===== src/rtl/options_menu_ctl.sv =====
// Difficulty selector for the options screen: NUM_LEVELS stacked buttons, each with its own hit-test and click qualification.
// Latency: hover is valid 1 cycle after the mouse moves. A commit updates the level on the edge that samples the release.
// Backpressure: none. Mouse inputs are sampled every cycle. Optional keyboard navigation is enabled by OPTIONS_KEYS_EN.
module options_menu_ctl #(
    parameter int NUM_LEVELS    = 3,
    parameter int LEVEL_W       = 3,
    parameter int DEFAULT_LEVEL = 1,
    parameter int X_POS         = 200,
    parameter int Y_POS         = 150,
    parameter int WIDTH         = 240,
    parameter int HEIGHT        = 60,
    parameter int Y_SPACING     = 80,
    parameter int CARD_NUM_W    = 6,
    parameter int CARD_NUM_BASE = 8,
    parameter int CARD_NUM_STEP = 4
) (
    input  logic                  clk,
    input  logic                  rst,
    input  logic                  enable,
    input  logic                  mouse_left,
    input  logic [11:0]           mouse_xpos,
    input  logic [11:0]           mouse_ypos,
`ifdef OPTIONS_KEYS_EN
    input  logic                  key_up,
    input  logic                  key_down,
    input  logic                  key_enter,
    output logic [LEVEL_W-1:0]    cursor_idx,
`endif
    output logic [LEVEL_W-1:0]    selected_level,
    output logic [CARD_NUM_W-1:0] num_of_cards,
    output logic                  level_changed,
    output logic                  hover_valid,
    output logic [LEVEL_W-1:0]    hover_idx,
    output logic                  pressed_idx_valid
);

    typedef enum logic [1:0] {
        ST_IDLE         = 2'd0,
        ST_ARMED        = 2'd1,
        ST_WAIT_RELEASE = 2'd2
    } state_t;

    localparam logic [LEVEL_W-1:0] DEF_LVL  = LEVEL_W'(DEFAULT_LEVEL);
    localparam logic [LEVEL_W-1:0] LAST_LVL = LEVEL_W'(NUM_LEVELS - 1);

    function automatic logic [CARD_NUM_W-1:0] cards_for(input logic [LEVEL_W-1:0] lvl);
        return CARD_NUM_W'(CARD_NUM_BASE + int'(lvl) * CARD_NUM_STEP);
    endfunction

    state_t                  state_q, state_d;
    logic [LEVEL_W-1:0]      armed_idx_q, armed_idx_d;
    logic                    mouse_left_d_q;
    logic [LEVEL_W-1:0]      selected_level_q, selected_level_d;
    logic [CARD_NUM_W-1:0]   num_of_cards_q, num_of_cards_d;
    logic                    level_changed_q, level_changed_d;
    logic                    hover_valid_q, hover_valid_d;
    logic [LEVEL_W-1:0]      hover_idx_q, hover_idx_d;
    logic                    hit;
    logic [LEVEL_W-1:0]      hit_idx;
    logic                    rise;
    logic                    mouse_commit;
    logic                    commit;
    logic [LEVEL_W-1:0]      commit_idx;
`ifdef OPTIONS_KEYS_EN
    logic [LEVEL_W-1:0]      cursor_idx_q, cursor_idx_d;
`endif

    // Hit-test the live cursor against every button. The buttons are disjoint, so at most one can match.
    always_comb begin
        int x_i;
        int y_i;
        int top;
        hit     = 1'b0;
        hit_idx = '0;
        x_i     = int'(mouse_xpos);
        y_i     = int'(mouse_ypos);
        for (int i = 0; i < NUM_LEVELS; i++) begin
            top = Y_POS + i * Y_SPACING;
            if (x_i >= X_POS && x_i <= X_POS + WIDTH - 1 &&
                y_i >= top && y_i <= top + HEIGHT - 1) begin
                hit     = 1'b1;
                hit_idx = LEVEL_W'(i);
            end
        end
    end

    assign rise = mouse_left & ~mouse_left_d_q;

    // FSM state register, plus the armed button index that belongs to it.
    always_ff @(posedge clk or posedge rst) begin
        if (rst) begin
            state_q     <= ST_IDLE;
            armed_idx_q <= '0;
        end else begin
            state_q     <= state_d;
            armed_idx_q <= armed_idx_d;
        end
    end

    // Next-state logic. A click commits only when it is pressed and released on the same button.
    always_comb begin
        state_d      = state_q;
        armed_idx_d  = armed_idx_q;
        mouse_commit = 1'b0;
        case (state_q)
            ST_IDLE: begin
                if (enable && rise) begin
                    if (hit) begin
                        state_d     = ST_ARMED;
                        armed_idx_d = hit_idx;
                    end else begin
                        state_d = ST_WAIT_RELEASE;
                    end
                end
            end
            ST_ARMED: begin
                if (!enable) begin
                    state_d = ST_WAIT_RELEASE;
                end else if (!mouse_left) begin
                    state_d      = ST_IDLE;
                    mouse_commit = hit && (hit_idx == armed_idx_q);
                end
            end
            ST_WAIT_RELEASE: begin
                if (!mouse_left) state_d = ST_IDLE;
            end
            default: state_d = ST_IDLE;
        endcase
    end

    // FSM outputs: the pressed look is shown exactly while a button is armed.
    always_comb begin
        pressed_idx_valid = (state_q == ST_ARMED);
    end

    // Select the commit source. When the mouse and a key commit in the same cycle, the mouse wins.
    always_comb begin
        commit     = mouse_commit;
        commit_idx = armed_idx_q;
`ifdef OPTIONS_KEYS_EN
        cursor_idx_d = cursor_idx_q;
        if (mouse_commit) begin
            cursor_idx_d = armed_idx_q;
        end else if (enable) begin
            if (key_enter) begin
                commit     = 1'b1;
                commit_idx = cursor_idx_q;
            end
            if (key_up) begin
                cursor_idx_d = (cursor_idx_q == '0) ? LAST_LVL : cursor_idx_q - 1'b1;
            end else if (key_down) begin
                cursor_idx_d = (cursor_idx_q == LAST_LVL) ? '0 : cursor_idx_q + 1'b1;
            end
        end
`endif
    end

    // Selected level, card count, change strobe and registered hover information.
    always_comb begin
        selected_level_d = selected_level_q;
        num_of_cards_d   = num_of_cards_q;
        level_changed_d  = 1'b0;
        if (commit) begin
            selected_level_d = commit_idx;
            num_of_cards_d   = cards_for(commit_idx);
            level_changed_d  = (commit_idx != selected_level_q);
        end
        hover_valid_d = enable & hit;
        hover_idx_d   = (enable & hit) ? hit_idx : '0;
    end

    // Datapath registers. The level and the card count load together, so they always agree.
    always_ff @(posedge clk or posedge rst) begin
        if (rst) begin
            mouse_left_d_q   <= 1'b0;
            selected_level_q <= DEF_LVL;
            num_of_cards_q   <= cards_for(DEF_LVL);
            level_changed_q  <= 1'b0;
            hover_valid_q    <= 1'b0;
            hover_idx_q      <= '0;
        end else begin
            mouse_left_d_q   <= mouse_left;
            selected_level_q <= selected_level_d;
            num_of_cards_q   <= num_of_cards_d;
            level_changed_q  <= level_changed_d;
            hover_valid_q    <= hover_valid_d;
            hover_idx_q      <= hover_idx_d;
        end
    end

`ifdef OPTIONS_KEYS_EN
    // Keyboard cursor register.
    always_ff @(posedge clk or posedge rst) begin
        if (rst) cursor_idx_q <= DEF_LVL;
        else     cursor_idx_q <= cursor_idx_d;
    end

    assign cursor_idx = cursor_idx_q;
`endif

    assign selected_level = selected_level_q;
    assign num_of_cards   = num_of_cards_q;
    assign level_changed  = level_changed_q;
    assign hover_valid    = hover_valid_q;
    assign hover_idx      = hover_idx_q;

endmodule


===== config.mk =====
export PLATFORM = sky130hd
export DESIGN_NAME = options_menu_ctl
export DESIGN_NICKNAME = d
export VERILOG_FILES = /design/src/rtl/options_menu_ctl.sv
export SDC_FILE = /design/constraint.sdc
export NUM_CORES = 1
export LEC_CHECK = 0
export BUFFER_PORTS_ARGS = -buffer_cell sky130_fd_sc_hd__buf_2
export CAP_MARGIN = 10
export CORE_UTILIZATION = 50
export CTS_BUF_LIST = sky130_fd_sc_hd__clkbuf_8
export DETAILED_ROUTE_END_ITERATION = 6
export PLACE_DENSITY = 0.89
export SYNTH_ARGS = -nofsm -noshare
export SYNTH_HDL_FRONTEND = slang
export SYNTH_SLANG_ARGS = --single-unit

===== constraint.sdc =====
create_clock -name clk -period 2.1 [get_ports clk]
set_clock_uncertainty 0.1 [all_clocks]
set_input_delay 0.21 -clock clk [delete_from_list [all_inputs] [get_ports clk]]
set_output_delay 0.21 -clock clk [all_outputs]
set_load 0.02 [all_outputs]

* After elaboration in Yosys (flattened, before gate mapping)
Cells that the tools add are included.
** Cells by class
- Equality and inequality tests :: 5
- Reduce and logical (&&, ||, !) cells :: 11
- Multiplexer cells :: 15
- Add/subtract/negate cells :: 1
- Bitwise gates (word level) :: 3
- $lt $le $gt $ge :: 8
** Operators with widths (number)
- $ge 12x8->1 const B :: 3
- $le 12x9->1 const B :: 3
- $ge 12x9->1 const B :: 1
- $le 12x8->1 const B :: 1
- $logic_and 1x1->1 :: 9
- $mux 1 :: 8
- $mux 2 :: 4
- $add 4x5->6 const A :: 1
- $mux 3 :: 2
- $pmux 2 s3 :: 1
- $eq 3x3->1 :: 1
- $ne 3x3->1 :: 1
- $reduce_and 3->1 :: 1
- $and 1x1->1 :: 2
- $eq 2x1->1 const B :: 1
- $eq 2x2->1 const B :: 1
- $logic_not 2->1 :: 1
- $ne 2x2->1 const B :: 1
- $not 1->1 :: 1
** Storage, ports and cells
- Output and inout port bits :: 15
- Register bits after elaboration :: 20
- Word-level logic and storage cells :: 51
- Input bits :: 28

* Logic depth before layout (Yosys ltp)
- Word-level depth :: 12
- Gate-level depth with buffers :: 6
- Depth with buffers taken out :: 6

* Worst setup path after synthesis
Ideal clock, no wire load.
- Kind :: input port to flip-flop
- From :: in mouse_ypos[11]
- To :: reg selected_level_q[1] (netlist: selected_level[1])
- Slack :: 530 ps
- Required time :: 1869 ps
- Arrival time :: 1338 ps
- Stages on the path :: 6
- Path through :: nor3_1 -> o211ai_2 -> nor2_1 -> xor2_1 -> nor3b_1 -> o211ai_1
** On the way
- Cells in the longest elaborated chain, start to end :: 10
- Elaborated cells on any way between the ends :: 22
- Classes of those cells :: order compare (6); eq/ne (1); mux (8); reduce/logical (7)
** RTL lines
- start, declared :: line 22 : input logic [11:0] mouse_ypos,
- $ge 12x8->1 :: line 80 : y_i >= top && y_i <= top + HEIGHT - 1) begin
- $logic_and 1x1->1 :: line 79 : if (x_i >= X_POS && x_i <= X_POS + WIDTH - 1 &&
- $logic_and 1x1->1 :: line 80
- $mux 1 :: line 79
- $mux 3 or $mux 1 (tied branches) :: line 79
- $eq 3x3->1 or $mux 1 (tied branches) :: line 121, 79
- $logic_and 1x1->1 (*) :: line 121 : mouse_commit = hit && (hit_idx == armed_idx_q);
- $mux 1 (*) :: line 119 : end else if (!mouse_left) begin
- $mux 1 (*) :: line 117 : if (!enable) begin
- $mux 1 (*) :: line 105 : case (state_q)
- end signal, assigned :: line 183 : selected_level_q <= selected_level_d;
- end, declared :: line 53 : logic [LEVEL_W-1:0] selected_level_q, selected_level_d;
Every way passes the cells marked *; elsewhere a longest branch is shown, timed or not.
A chain may end at the register's enable or synchronous reset.

* Final worst setup path
Same ends and word-level chain as after synthesis.

==> impl_metrics.py <==
metrics = {
    "timing": {
        "timing.setup.tns_ns": 0,
        "fmaxAchievable_mhz": 550,
        "grt_setup_unrepaired": "false",
        "hold_violations": 0,
        "setup_viol": 0,
        "finalMaxSlewViolations": 0,
        "worst_slack_ns": 0.281,
        "timing.final.crit_share_pct": 86.6,
        "period_needed_ns": 1.82,
        "holdWs_ns": 0.0196,
    },
    "place": {
        "place_ws_ns": 0.114,
        "gp_congestion": 0.808,
        "post-place-cells": 140,
        "dp_hpwl_um": 1460,
        "place.port_buffers": 33,
        "post_placement_cell_area_um2": 1020,
    },
    "routing": {
        "drtPass1Iterations": 7,
        "drt_iter0_drc": 18,
        "viasPerCell": 5.89,
        "drt-wirelength-per-cell_um": 12.9,
        "drt-total-wl_um": 1870,
        "ant_nets": 0,
        "vias": 854,
        "drc_errors": 3,
    },
    "global_routing": {
        "grt_pass1_vias": 761,
        "grt_max_degree": 13,
        "grtUsageTotal_pct": 23.5,
        "grt_first_pass_wirelength_um": 3280,
        "gr_ovfl_total": 0,
        "initial_antenna_violation_count": 0,
    },
    "min_path": {
        "holdCritPathClass": "primary input to flop",
    },
    "pwr": {
        "static-leakage-power_nw": 0.546,
        "fin_total_pwr_mw": 0.580,
        "power.ir.vdd_worst_mv": 0.377,
        "power_density_nw_per_um2": 536,
    },
    "clock_tree": {
        "cts_tree": "done",
        "clkTransAtPathRegs_ns": 0.05,
        "clkSinkCount": 12,
        "cts_inserted_buffers": 3,
        "clock_tree.buffer_depth": 2,
        "root_buffer_selected_by_cts": "sky130_fd_sc_hd__clkbuf_8",
        "cts.htree.levels": 1,
        "worst_skew_pair.late_latency_ns": 0.24,
    },
    "floorplan": {
        "fp.dieW_um": 43.8,
        "starting_density_of_the_core_pct": 55.5,
        "floorplan.die_area_um2": 1920,
        "core_area_um2": 1580,
        "core.rowCount": 14,
        "io_pins": 43,
        "die-height_um": 43.8,
    },
    "status": {
        "violations": "design-rule violations",
        "status": "complete, but fails checks",
    },
    "synth": {
        "post_synth_instance_area_um2": 875,
        "yosys_register_bits": 12,
        "netlist.top_cell.by_area": "sky130_fd_sc_hd__dfrtp_1",
        "synth.distinct_cells": 43,
        "ys_dominant_reg_cell": "sky130_fd_sc_hd__dfrtp_1",
        "postSynth.asyncResetShare_pct": 100,
        "ys.warnings.count": 0,
        "seq_area_frac_synth_pct": 34.6,
        "edff_count_synth": 0,
        "postSynthAreaPerCell_um2": 9.21,
        "post-synth-top-area-fraction_pct": 28.6,
        "synth.top_cells.by_area": "sky130_fd_sc_hd__dfrtp_1 29%, sky130_fd_sc_hd__buf_4 6.0%, sky130_fd_sc_hd__dfstp_2 6.0%, sky130_fd_sc_hd__inv_1 3.4%, sky130_fd_sc_hd__nor2_1 3.0%",
        "postSynthCellCount": 95,
    },
    "cells_and_area": {
        "final_cell_count_no_fill": 145,
        "area_occupied_by_multi_input_gates_um2": 500,
        "layout.cells.most_common_list": "33 x sky130_fd_sc_hd__buf_2, 10 x sky130_fd_sc_hd__dfrtp_1, 8 x sky130_fd_sc_hd__inv_1",
        "most_common_cell_after_layout_fill_and_taps_aside": "sky130_fd_sc_hd__buf_2",
        "finish.instance_area_um2": 1080,
        "antenna-diode-count": 0,
        "layout-area-overhead-vs-synth_pct": 23.9,
        "filler_cell_count": 127,
        "sequential_cell_area_um2": 303,
        "finalNetCount": 158,
        "utilization_pct": 68.7,
        "post_route_cells_drive_above_1_share_pct": 40.3,
    },
    "critical_path": {
        "worstPathArrival_ns": 1.83,
        "rrSetupSlack_ns": 0.34,
        "critical_path_class": "primary input to flop",
        "timing.critical_path.from_type": "primary input",
        "crit_path_end_kind": "flop",
        "critical_path_required_ns": 2.11,
        "worst-path-max-fanout": 4,
    },
    "flow_run": {
        "drv_cap": 0,
    },
}
[repair_timing]
item / in CTS / in global routing
endpoints found under the hold margin: 10 / 0
hold buffers: 1 / 0
setup buffers: 0 / 0
resized for setup: 0 / 0
[final cells by class]
| type | instances | area share [%] |
|---|---|---|
| Clock buffer | 4 | 5.08 |
| Multi-Input combinational cell | 71 | 46.2 |
| Timing Repair Buffer | 34 | 16.2 |
| Tap cell | 16 | 1.85 |
| Sequential cell | 12 | 27.9 |
| Inverter | 8 | 2.77 |
[Yosys cell counts, types with 2 or more instances]
master                    number
sky130_fd_sc_hd__o21ai_0       3
sky130_fd_sc_hd__nor3_1        3
sky130_fd_sc_hd__a22o_1        3
sky130_fd_sc_hd__o31ai_1       3
sky130_fd_sc_hd__nor2_1        7
sky130_fd_sc_hd__inv_1         8
sky130_fd_sc_hd__xor2_1        2
sky130_fd_sc_hd__dfstp_2       2
sky130_fd_sc_hd__a31oi_1       2
sky130_fd_sc_hd__xnor2_1       3
sky130_fd_sc_hd__and3_1        3
sky130_fd_sc_hd__nor4_1        2
sky130_fd_sc_hd__a21oi_1       2
sky130_fd_sc_hd__nand2_1       6
sky130_fd_sc_hd__nand3_1       3
sky130_fd_sc_hd__buf_4         7
sky130_fd_sc_hd__dfrtp_1      10
[per-layer routing]
metal / global-route usage [%] / part of all wire (%) / vias up
li1: - / - / 409
met1: 27.9 / 42 / 403
met2: 40.9 / 52 / 38
met3: 5.00 / 4.8 / 4
met4: 9.38 / 1.5 / 0
met5: 0 / 0 / -
[worst paths after layout]
kind,start,to,cells after the start
min in group asynchronous,rst,hover_idx[0],3
max in group asynchronous,rst,num_of_cards[3],3
worst min-delay path,mouse_left,mouse_left_d_q,1
worst max register to register,state_q[1],armed_idx_q[0],5
worst min register to register,mouse_left_d_q,state_q[0],1
worst max-delay path,mouse_ypos[11],selected_level[1],7
[kinds of logic after synthesis]
kind of cell | share of synthesized area (%)
XOR/XNOR | 5.01
buffers and inverters | 9.87
other | 0.429
flip-flops | 34.6
multiplexers | 1.29
AO/OA/AOI/OAI | 23.2
AND/OR/NAND/NOR | 25.6
[flip-flops by register name (all words and copies together), names as in the netlist]
signal,cells
armed_idx_q,2
selected_level,2
hover_idx,2
hover_valid,1
mouse_left_d_q,1
state_q,2
level_changed,1
num_of_cards,1
[worst max-delay path, cell delays in order]
cell and delay, ns:
sky130_fd_sc_hd__buf_2 0.10, sky130_fd_sc_hd__nor3_1 0.40, sky130_fd_sc_hd__o211ai_2 0.23, sky130_fd_sc_hd__nor2_1 0.32
sky130_fd_sc_hd__xor2_1 0.14, sky130_fd_sc_hd__nor3b_1 0.31, sky130_fd_sc_hd__o211ai_1 0.13
[power by group]
| group | leakage, nW | total [mW] | internal (mW) | switching, mW |
|---|---|---|---|---|
| Sequential | 0.152 | 0.238 | 0.235 | 0.00316 |
| Combinational | 0.365 | 0.0890 | 0.0345 | 0.0546 |
| Clock | 0.0288 | 0.253 | 0.166 | 0.0876 |
Power figures use the tool's default switching activity.
